`config.mk`:
```
export PLATFORM = sky130hd
export DESIGN_NAME = sipo_rx
export DESIGN_NICKNAME = d
export VERILOG_FILES = /design/src/rtl/piso_sipo_pkg.sv /design/src/rtl/sipo_bitcnt.sv /design/src/rtl/sipo_rx.sv
export SDC_FILE = /design/constraint.sdc
export NUM_CORES = 1
export LEC_CHECK = 0
export ABC_AREA = 1
export CORE_AREA = 2 2 39 41
export DETAILED_ROUTE_END_ITERATION = 8
export DIE_AREA = 0 0 41 43
export PLACE_DENSITY = 0.69
export SETUP_SLACK_MARGIN = 0.4
export SLEW_MARGIN = 20
export SYNTH_ARGS = -nofsm -noshare
export SYNTH_HDL_FRONTEND = slang
export SYNTH_SLANG_ARGS = --single-unit
```
`constraint.sdc`:
```
create_clock -name clk -period 2.56 [get_ports clk]
set_input_delay 0.512 -clock clk [delete_from_list [all_inputs] [get_ports clk]]
set_output_delay 0.512 -clock clk [all_outputs]
set_load 0.02 [all_outputs]
```
`src/rtl/piso_sipo_pkg.sv`:
```
// Shared definitions for the serial transmit and receive blocks:
// default word width, output-buffer state encoding and a counter-width helper.
package piso_sipo_pkg;

  localparam int WIDTH_DEF = 4;

  typedef enum logic {
    BUF_EMPTY = 1'b0,
    BUF_FULL  = 1'b1
  } buf_state_e;

  // Bits needed to count 0..w-1, never less than one.
  function automatic int cnt_w(input int w);
    return (w > 2) ? $clog2(w) : 1;
  endfunction

endpackage

```
`src/rtl/sipo_bitcnt.sv`:
```
// Bit position counter for the serial receiver. Counts sampled bits 0..WIDTH-1,
// wraps on the last bit of a word and restarts on sync.
module sipo_bitcnt
  import piso_sipo_pkg::*;
#(
  parameter int WIDTH = WIDTH_DEF,
  parameter int CNT_W = cnt_w(WIDTH)
) (
  input  logic             clk,
  input  logic             rst_n,
  input  logic             shift_en,
  input  logic             sync,
  output logic [CNT_W-1:0] count,
  output logic             last_bit
);

  logic [CNT_W-1:0] count_q;
  logic [CNT_W-1:0] count_d;

  // Last bit of a word: a shift at the top position. A sync on the same edge
  // makes this bit the first of a new word instead (WIDTH >= 2).
  always_comb begin
    last_bit = shift_en && !sync && (count_q == CNT_W'(WIDTH - 1));
  end

  // Next count: sync restarts the word, otherwise advance and wrap per shift.
  always_comb begin
    count_d = count_q;
    if (sync) begin
      count_d = shift_en ? CNT_W'(1) : '0;
    end else if (shift_en) begin
      count_d = last_bit ? '0 : count_q + 1'b1;
    end
  end

  // Counter register.
  always_ff @(posedge clk or negedge rst_n) begin
    if (!rst_n) begin
      count_q <= '0;
    end else begin
      count_q <= count_d;
    end
  end

  assign count = count_q;

endmodule

```
`src/rtl/sipo_rx.sv`:
```
// Serial-in parallel-out receiver. Assembles MSB-first words, presents each
// completed word through a single-entry valid/ready buffer and flags words
// dropped while the buffer is occupied and not being drained.
module sipo_rx
  import piso_sipo_pkg::*;
#(
  parameter int WIDTH = WIDTH_DEF
) (
  input  logic             clk,
  input  logic             rst_n,
  input  logic             si,
  input  logic             shift_en,
  input  logic             sync,
  input  logic             pready,
  input  logic             clr_ovr,
  output logic [WIDTH-1:0] pdata,
  output logic             pvalid,
  output logic             overrun,
  output logic             busy
);

  localparam int CNT_W = cnt_w(WIDTH);

  logic [WIDTH-1:0] sreg_q;
  logic [WIDTH-1:0] sreg_d;
  logic [WIDTH-1:0] word;
  logic [CNT_W-1:0] count;
  logic             last_bit;
  buf_state_e       state_q;
  logic [WIDTH-1:0] pdata_q;
  logic             ovr_q;

  sipo_bitcnt #(
    .WIDTH (WIDTH),
    .CNT_W (CNT_W)
  ) u_bitcnt (
    .clk      (clk),
    .rst_n    (rst_n),
    .shift_en (shift_en),
    .sync     (sync),
    .count    (count),
    .last_bit (last_bit)
  );

  // Shift left on every sampled bit; the completed word includes the bit
  // arriving on this edge so it can be loaded with no extra latency.
  always_comb begin
    sreg_d = shift_en ? {sreg_q[WIDTH-2:0], si} : sreg_q;
    word   = {sreg_q[WIDTH-2:0], si};
  end

  // Shift register.
  always_ff @(posedge clk or negedge rst_n) begin
    if (!rst_n) begin
      sreg_q <= '0;
    end else begin
      sreg_q <= sreg_d;
    end
  end

  // Output buffer FSM with registered word and sticky overrun (set beats clear).
  always_ff @(posedge clk or negedge rst_n) begin
    if (!rst_n) begin
      state_q <= BUF_EMPTY;
      pdata_q <= '0;
      ovr_q   <= 1'b0;
    end else begin
      if (clr_ovr) begin
        ovr_q <= 1'b0;
      end
      case (state_q)
        BUF_EMPTY: begin
          if (last_bit) begin
            pdata_q <= word;
            state_q <= BUF_FULL;
          end
        end
        BUF_FULL: begin
          if (last_bit) begin
            if (pready) begin
              pdata_q <= word;
            end else begin
              ovr_q <= 1'b1;
            end
          end else if (pready) begin
            state_q <= BUF_EMPTY;
          end
        end
        default: state_q <= BUF_EMPTY;
      endcase
    end
  end

  assign pdata   = pdata_q;
  assign pvalid  = (state_q == BUF_FULL);
  assign overrun = ovr_q;
  assign busy    = (count != '0);

endmodule

```
==> flow_metrics.py, run 1 <==
metrics = {
    "status": {
        "outcome": "completed",
    },
    "timing": {
        "finalCritPeriodShare_pct": 79.0,
        "relSlewSlack_pct": 66.5,
        "worst_pin_slew_ns": 0.501,
        "finalHoldViolations": 0,
        "post-route-min-period_ns": 2.02,
        "rsz0062_at_grt": "false",
        "setup_viol": 0,
        "final.setup.tns_ns": 0,
        "drv_slew": 0,
        "fin_skew_ns": 0.00443,
        "fin_hold_ws_ns": 0.472,
        "max_freq_mhz": 494,
    },
    "clock_network": {
        "tritoncts": "built",
        "cts.path.max_buffers": 2,
        "cts_made_buffers": 3,
        "cts_resized": 0,
        "clkSinkCount": 11,
        "htree_levels": 1,
        "clkLatencyLatePin_ns": 0.26,
        "postCtsSetupBuffers": 0,
        "path_clk_slew_ns": 0.07,
        "clock-root-buffer": "clkbuf_4",
        "cts_hold_buf": 0,
    },
    "grt": {
        "met2_usage_pct": 17.5,
        "antenna_found_initial": 0,
        "grt_busiest_layer": "met2",
        "grt_util_met3_pct": 3.14,
        "grt_use_total_pct": 12.3,
        "grt_pass1_wl_mm": 1.41,
        "grt_pass1_vias": 338,
        "grt_util_met1_pct": 14.8,
        "grt_max_degree": 12,
        "gr-total-overflow": 0,
    },
    "synthesis": {
        "synth-seq-area-share_pct": 55.3,
        "syn_area_per_cell_um2": 9.58,
        "syn_inst": 52,
        "synth_warnings": 0,
        "ys_ff_latch": 11,
        "synthesis.area_um2": 498,
        "syn_nets": 61,
        "synth.distinct_cells": 12,
    },
    "hold_path": {
        "min_path_cells": 2,
        "hold_path.class": "reg -> reg",
    },
    "drt": {
        "wl_per_cell_um": 10.2,
        "postRouteAntennaNets": 0,
        "first_pass_iters": 4,
        "drt_iter0_markers": 9,
        "vias_per_cell": 4.73,
        "via_count": 402,
        "route.detailed.drc": 0,
        "wirelength_um": 865,
    },
    "floorplan": {
        "fp-row-count": 14,
        "die_x_um": 41,
        "io_pins": 14,
        "initial_core_util_pct": 36.0,
        "die_y_um": 43,
        "core_um2": 1380,
        "dieArea_um2": 1760,
    },
    "power_and_ir_drop": {
        "power.static_leakage_uw": 0.000336,
        "design_power_total_uw": 449,
        "p_per_area_nw_per_um2": 666,
        "vdd.ir_drop.worst_uv": 323,
    },
    "placed_design": {
        "io_buffer_count": 13,
        "gp_congestion": 0.703,
        "dp_hpwl_um": 677,
        "dp.cells": 81,
        "placed_cell_area_um2": 648,
    },
    "cells_and_area": {
        "final_cells": 85,
        "diodes": 0,
        "layout-drive-gt1-share_pct": 10.1,
        "fin_nets": 79,
        "syn_to_final_growth_pct": 35.4,
        "final_area_um2": 674,
        "fillCellCount": 151,
        "final_cell_mix": "nand2_1, clkdlybuf4s50_1, dfrtp_1",
        "final_common_cell": "nand2_1",
    },
    "worst_setup_path": {
        "crit_arrival_ns": 1.51,
        "cp.required_ns": 2.05,
        "r2r_cells": 4,
        "endpoint_kind": "primary output",
        "critical_path_class": "reg -> out",
        "start_kind": "flop",
        "cp_max_fo": 3,
    },
    "job": {
        "drv_cap": 0,
    },
}
path summary, 6_finish.rpt:
path,slack (ns),from,endpoint
worst max-delay path,0.54,u_bitcnt.count[0],busy
max in group asynchronous,1.64,rst_n,sreg_q[1]
min in group asynchronous,0.58,rst_n,pdata[1]
worst min-delay path,0.47,pdata[0],pdata[0]
worst min register to register,0.47,pdata[0],pdata[0]
worst max register to register,1.56,u_bitcnt.count[0],pdata[3]
stage by stage:
step / utilization (%) / setup WS [ns]
global route: 48.7 / 0.471
floorplan: - / 1.35
detailed placement: 46.8 / 0.816
CTS: 48.7 / 0.517
finish: 48.7 / 0.538
global placement: 46.8 / 0.836
per-layer routing:
metal / routed length, µm / up-vias
met5: 0 / -
met4: 14 / 0
met3: 53 / 2
met2: 396 / 15
met1: 400 / 186
li1: - / 199
final cells by class:
cell class	count	area [µm²]	area share [%]
Sequential cell	11	275	40.8
Multi-Input combinational cell	33	193	28.6
Timing Repair Buffer	13	130	19.3
Inverter	8	30.0	4.45
Clock buffer	4	26.3	3.90
Tap cell	16	20.0	2.97
cells by family after synthesis:
family | synth area share (%)
fa+ha+maj | 5.02
simple gates | 27.6
buf+inv | 6.03
compound gates | 6.03
flops | 55.3
cell usage after synthesis (all sizes together):
cell type | instances | share of area [%]
dfrtp | 11 | 55
ha | 2 | 5.0
inv | 8 | 6.0
nand2 | 18 | 14
nand3 | 2 | 4.5
nand4 | 4 | 5.0
nor2 | 1 | 4.0
o21ai | 6 | 6.0
power breakdown:
part | switching, µW | internal [µW]
registers | 14.0 | 200
clock network | 53.8 | 60.2
logic | 62.9 | 57.8
total | 131 | 318
critical path: stages (launching register included):
cell and delay [ns]:
dfrtp_1 0.35, inv_1 0.07, ha_1 0.19, inv_1 0.05, clkdlybuf4s50_1 0.59
sequential cells by signal, summed over array words and instances (netlist names):
name,count
sreg_q,3
overrun,1
pdata,4
u_bitcnt.count,2
pvalid,1
(Power assumes the default switching activity.)
==> inputs of run 2 (changes only) <==
Clock period 2.56 ns to 2.1 ns, I/O delays scaled along.
==> run 2 against run 1 <==
  * Setup slack worse by 0.067 ns
  * First-iteration DRC count did not move
  * Clock skew is the same
  * Combinational power rose by 21%
  * Wire length stayed put
  * Cell count unchanged
  * Critical path depth unchanged
  * Non-clock buffer count unchanged
  * Power increased by 22%
  * Die area unchanged
  * Clock-buffer cell count unchanged
==> flow_metrics.py, run 2 (same netlist as run 1, synthesis figures left out) <==
metrics = {
    "grt": {
        "gr-total-overflow": 0,
        "grt_use_total_pct": 12.3,
        "grt_pass1_wl_mm": 1.41,
        "grt_pass1_vias": 338,
        "grt_max_degree": 12,
        "antenna_found_initial": 0,
    },
    "timing": {
        "finalCritPeriodShare_pct": 77.6,
        "post-route-min-period_ns": 1.63,
        "setup_viol": 0,
        "final.setup.tns_ns": 0,
        "relSlewSlack_pct": 66.5,
        "drv_slew": 0,
        "finalHoldViolations": 0,
        "max_freq_mhz": 614,
        "setup_slack_ns": 0.470,
        "rsz0062_at_grt": "false",
        "fin_skew_ns": 0.00443,
        "worst_pin_slew_ns": 0.501,
    },
    "worst_setup_path": {
        "worstPathCellList": "inv_1 -> ha_1 -> inv_1 -> clkdlybuf4s15_1",
        "reg2reg_slack_ns": 1.10,
        "cpLargestDelayFamily": "buffers and inverters",
        "r2r_start": "u_bitcnt.count[0]",
        "crit_arrival_ns": 1.21,
        "cpMostUsedCell": "inv_1",
        "critical_path_class": "reg -> out",
        "r2r_cells": 4,
        "path_depth": 4,
        "cp_max_fo": 3,
        "endpoint_kind": "primary output",
        "slowest_stage": "dfrtp_1",
        "cp.required_ns": 1.68,
        "cpPeakStageDelay_ns": 0.35,
        "timing.rr.end": "pdata[3]",
        "path_buf_inv": 3,
        "start_kind": "flop",
    },
    "cells_and_area": {
        "layout-drive-gt1-share_pct": 10.1,
        "largest_reg_flops": 4,
        "syn_to_final_growth_pct": 35.4,
        "fin_nets": 79,
        "final_cell_mix": "nand2_1, clkdlybuf4s50_1, dfrtp_1",
        "final_common_cell": "nand2_1",
        "diodes": 0,
    },
    "drt": {
        "vias_per_cell": 4.73,
        "wl_per_cell_um": 10.2,
        "wirelength_um": 865,
        "via_count": 402,
        "route.detailed.drc": 0,
        "postRouteAntennaNets": 0,
        "drt_iter0_markers": 9,
        "first_pass_iters": 4,
    },
    "hold_path": {
        "holdPathEnd": "pdata[0]",
        "min_path_cells": 2,
        "min_from": "pdata[0]",
        "hold_path.class": "reg -> reg",
    },
    "job": {
        "drv_cap": 0,
    },
    "floorplan": {
        "io_pins": 14,
        "initial_core_util_pct": 36.0,
        "fp-row-count": 14,
        "dieArea_um2": 1760,
        "die_y_um": 43,
        "die_x_um": 41,
        "core_um2": 1380,
    },
    "clock_network": {
        "cts_made_buffers": 3,
        "cts_hold_buf": 0,
        "cts.path.max_buffers": 2,
        "postCtsSetupBuffers": 0,
        "tritoncts": "built",
        "clkLatencyLatePin_ns": 0.26,
        "htree_levels": 1,
        "clkSinkCount": 11,
        "clock-root-buffer": "clkbuf_4",
        "path_clk_slew_ns": 0.07,
    },
    "power_and_ir_drop": {
        "seqPwrFrac_pct": 47.9,
        "internal-power_uw": 387,
        "combPwrFrac_pct": 26.7,
        "clkPwrFrac_pct": 25.5,
        "power.static_leakage_uw": 0.000336,
        "p_switching_uw": 159,
        "p_per_area_nw_per_um2": 809,
        "vdd.ir_drop.worst_uv": 388,
        "swShare_pct": 29.2,
    },
    "placed_design": {
        "io_buffer_count": 13,
        "pre_cts_slack_ns": 0.448,
        "gp_congestion": 0.703,
        "dp_hpwl_um": 677,
    },
    "status": {
        "outcome": "completed",
    },
}
## run 2: timing repair
item / CTS / global route
pin swaps: 0 / 0
gates resized for setup: 1 / 1
setup endpoints to repair: 1 / 1
## run 2: tightest hold or removal path: stages, from the launching register on
cell	delay, ns
dfrtp_1	0.34
nand2_1	0.05
nand2_1	0.05
## run 2: worst max-delay path by stage
stage	startpoint	endpoint	slack [ns]
after floorplan	u_bitcnt.count[0]	busy	0.98
after global placement	u_bitcnt.count[0]	busy	0.47
after detailed placement	u_bitcnt.count[0]	busy	0.45
after CTS	u_bitcnt.count[0]	busy	0.42
after global routing	u_bitcnt.count[0]	busy	0.40
final	u_bitcnt.count[0]	busy	0.47
## run 2: cell type report
class / count / area, µm²
clock buffers: 4 / 26.3
fillers: 151 / 709
inverters: 8 / 30.0
multi-input cells: 33 / 193
flip-flops and latches: 11 / 275
well taps: 16 / 20.0
repair buffers: 13 / 130
## run 2: power groups by stage
stage                     registers [µW]  clock network, µW  logic (µW)
final                                261                139         146
after global routing                 265                159         164
after global placement               264                  0         147
after floorplan                      292                  0        45.7
after detailed placement             266                  0         149
after CTS                            262                147         148
## run 2: metrics by stage
step                      cell area (µm²)  std cells  power, µW  hold WS (ns)  util [%]
after CTS                             673         85        556         0.479      48.6
after global placement                648         81        411         0.456      46.8
after floorplan                       498         52        338         0.124         -
after global routing                  674         85        589         0.508      48.7
after detailed placement              648         81        415         0.462      46.8
final                                 674         85        546         0.472      48.7
## run 2: routing by layer
layer	global-route usage [%]	up-vias	wire, µm
met4	10.0	0	14
met1	14.8	186	400
met3	3.14	2	53
met2	17.5	15	396
met5	0	-	0
li1	-	199	-
==> inputs of run 3 (changes only) <==
Settings changed: PLACE_DENSITY 0.69 to 0.71.
Clock period 2.1 ns to 1.31 ns, I/O delays scaled along.
==> run 3 against run 2 <==
  * Clock skew shrank 0.0034 ns
  * Combinational power grew 150%
  * Via count grew 19%
  * Clock power grew 62%
  * Critical path depth is the same
  * Register-to-register slack lost 0.95 ns
  * Clock-buffer cell count is the same
  * First-iteration DRC count shrank 67%
  * Wire length grew 23%
  * Power grew 87%
  * Cell count grew 18%
  * Largest power group unchanged
==> flow_metrics.py, run 3 (same netlist as run 1, synthesis figures left out) <==
metrics = {
    "status": {
        "outcome": "completed",
    },
    "drt": {
        "first_pass_iters": 2,
        "postRouteAntennaNets": 0,
        "wl_per_cell_um": 10.6,
        "via_count": 477,
        "drt_iter0_markers": 3,
        "route.detailed.drc": 0,
        "vias_per_cell": 4.77,
        "wirelength_mm": 1.06,
    },
    "cells_and_area": {
        "fin_nets": 94,
        "final_cell_mix": "nand2_1, buf_4, dfrtp_1",
        "fin_util_pct": 61.5,
        "syn_to_final_growth_pct": 70.9,
        "final_area_um2": 851,
        "largest_reg_flops": 4,
        "diodes": 0,
        "fillCellCount": 132,
        "layout-drive-gt1-share_pct": 48.8,
    },
    "floorplan": {
        "initial_core_util_pct": 36.0,
        "core_um2": 1380,
        "dieArea_um2": 1760,
        "die_x_um": 41,
        "fp-row-count": 14,
        "die_y_um": 43,
        "io_pins": 14,
    },
    "worst_setup_path": {
        "r2r_cells": 7,
        "crit_arrival_ns": 1.03,
        "start_kind": "flop",
        "endpoint_kind": "primary output",
        "cp.required_ns": 1.05,
        "cp_max_fo": 2,
        "critical_path_class": "reg -> out",
    },
    "clock_network": {
        "clock-root-buffer": "clkbuf_4",
        "cts_hold_buf": 0,
        "tritoncts": "built",
        "cts.path.max_buffers": 2,
        "cts_made_buffers": 3,
        "htree_levels": 1,
        "clkSinkCount": 11,
        "path_clk_slew_ns": 0.07,
        "clkLatencyLatePin_ns": 0.26,
    },
    "placed_design": {
        "pre_cts_slack_ns": -0.134,
        "io_buffer_count": 13,
        "placed_cell_area_um2": 693,
        "gp_congestion": 0.716,
        "dp_hpwl_um": 667,
    },
    "power_and_ir_drop": {
        "vdd.ir_drop.worst_uv": 738,
        "power.static_leakage_uw": 0.000434,
        "p_per_area_nw_per_um2": 1200,
    },
    "job": {
        "drv_cap": 0,
    },
    "timing": {
        "post-route-min-period_ns": 1.29,
        "worst_pin_slew_ns": 0.271,
        "finalHoldViolations": 0,
        "fin_skew_ns": 0.000992,
        "setup_viol": 0,
        "rsz0062_at_grt": "true",
        "relSlewSlack_pct": 81.9,
        "max_freq_mhz": 775,
        "finalCritPeriodShare_pct": 98.5,
        "drv_slew": 0,
        "setup_slack_ns": 0.0199,
        "fin_hold_ws_ns": 0.306,
    },
    "grt": {
        "gr-total-overflow": 0,
        "grt_pass1_vias": 455,
        "grt_max_degree": 12,
        "grt_use_total_pct": 14.8,
        "grt_pass1_wl_mm": 1.70,
        "antenna_found_initial": 0,
    },
    "hold_path": {
        "hold_path.class": "in -> async",
    },
}
-- run 3: cell count changes in the layout (fill, tap and decap cells not counted), moves of 3 or more --
cell             change
clkdlybuf4s50_1      -8
buf_6               +10
buf_4               +12
nand2_2              +5
inv_1                -3
nand2_1              -5
inv_2                +3
-- run 3: what timing repair did --
item / CTS / global route
gates resized for setup: 49 / 8
cloned: 0 / 0
setup buffers: 5 / 5
endpoints found under the setup margin: 16 / 15
pin swaps: 4 / 6
-- run 3: path summary, 6_finish.rpt --
check / from / endpoint / slack (ns)
setup / recovery: u_bitcnt.count[1] / busy / 0.02
hold / removal: rst_n / sreg_q[1] / 0.31
setup reg to reg: u_bitcnt.count[0] / u_bitcnt.count[0] / 0.15
hold reg to reg: pdata[3] / pdata[3] / 0.50
max in group asynchronous: rst_n / pdata[3] / 0.86
min in group clk: shift_en / sreg_q[1] / 0.49
-- run 3: final cells by class --
type	instances	area (µm²)	area share, %
timing repair buffer	28	260	30.6
multi-input combinational	33	239	28.1
sequential	11	275	32.4
tap	16	20.0	2.35
clock buffer	4	26.3	3.09
inverter	8	30.0	3.53
-- run 3: worst max-delay path, cell delays in order, from the launching register on --
cell	delay, ns
dfrtp_1	0.40
inv_2	0.09
ha_4	0.13
inv_2	0.03
buf_6	0.11
-- run 3: per-stage QoR --
| step | instances | setup TNS, ns | power (µW) |
|---|---|---|---|
| after floorplan | 52 | 0 | 546 |
| after global placement | 86 | -0.124 | 679 |
| after detailed placement | 86 | -0.134 | 685 |
| after CTS | 95 | 0 | 965 |
| after global routing | 100 | -0.0246 | 1080 |
| final | 100 | 0 | 1020 |
-- run 3: where the power goes --
| group | switching, µW | total (µW) | leakage (µW) | internal [µW] |
|---|---|---|---|---|
| sequential | 40.0 | 432 | 0.000143 | 392 |
| clock | 107 | 225 | 0.0000150 | 118 |
| combinational | 160 | 361 | 0.000276 | 202 |
| total | 307 | 1020 | 0.000434 | 711 |
-- run 3: per-layer routing --
| metal | up-vias | share of wire [%] | global-route usage, % |
|---|---|---|---|
| met4 | 0 | 1.1 | 10.0 |
| met2 | 14 | 56 | 25.0 |
| li1 | 235 | - | - |
| met3 | 2 | 4.7 | 4.71 |
| met5 | - | 0 | 0 |
| met1 | 226 | 38 | 13.8 |
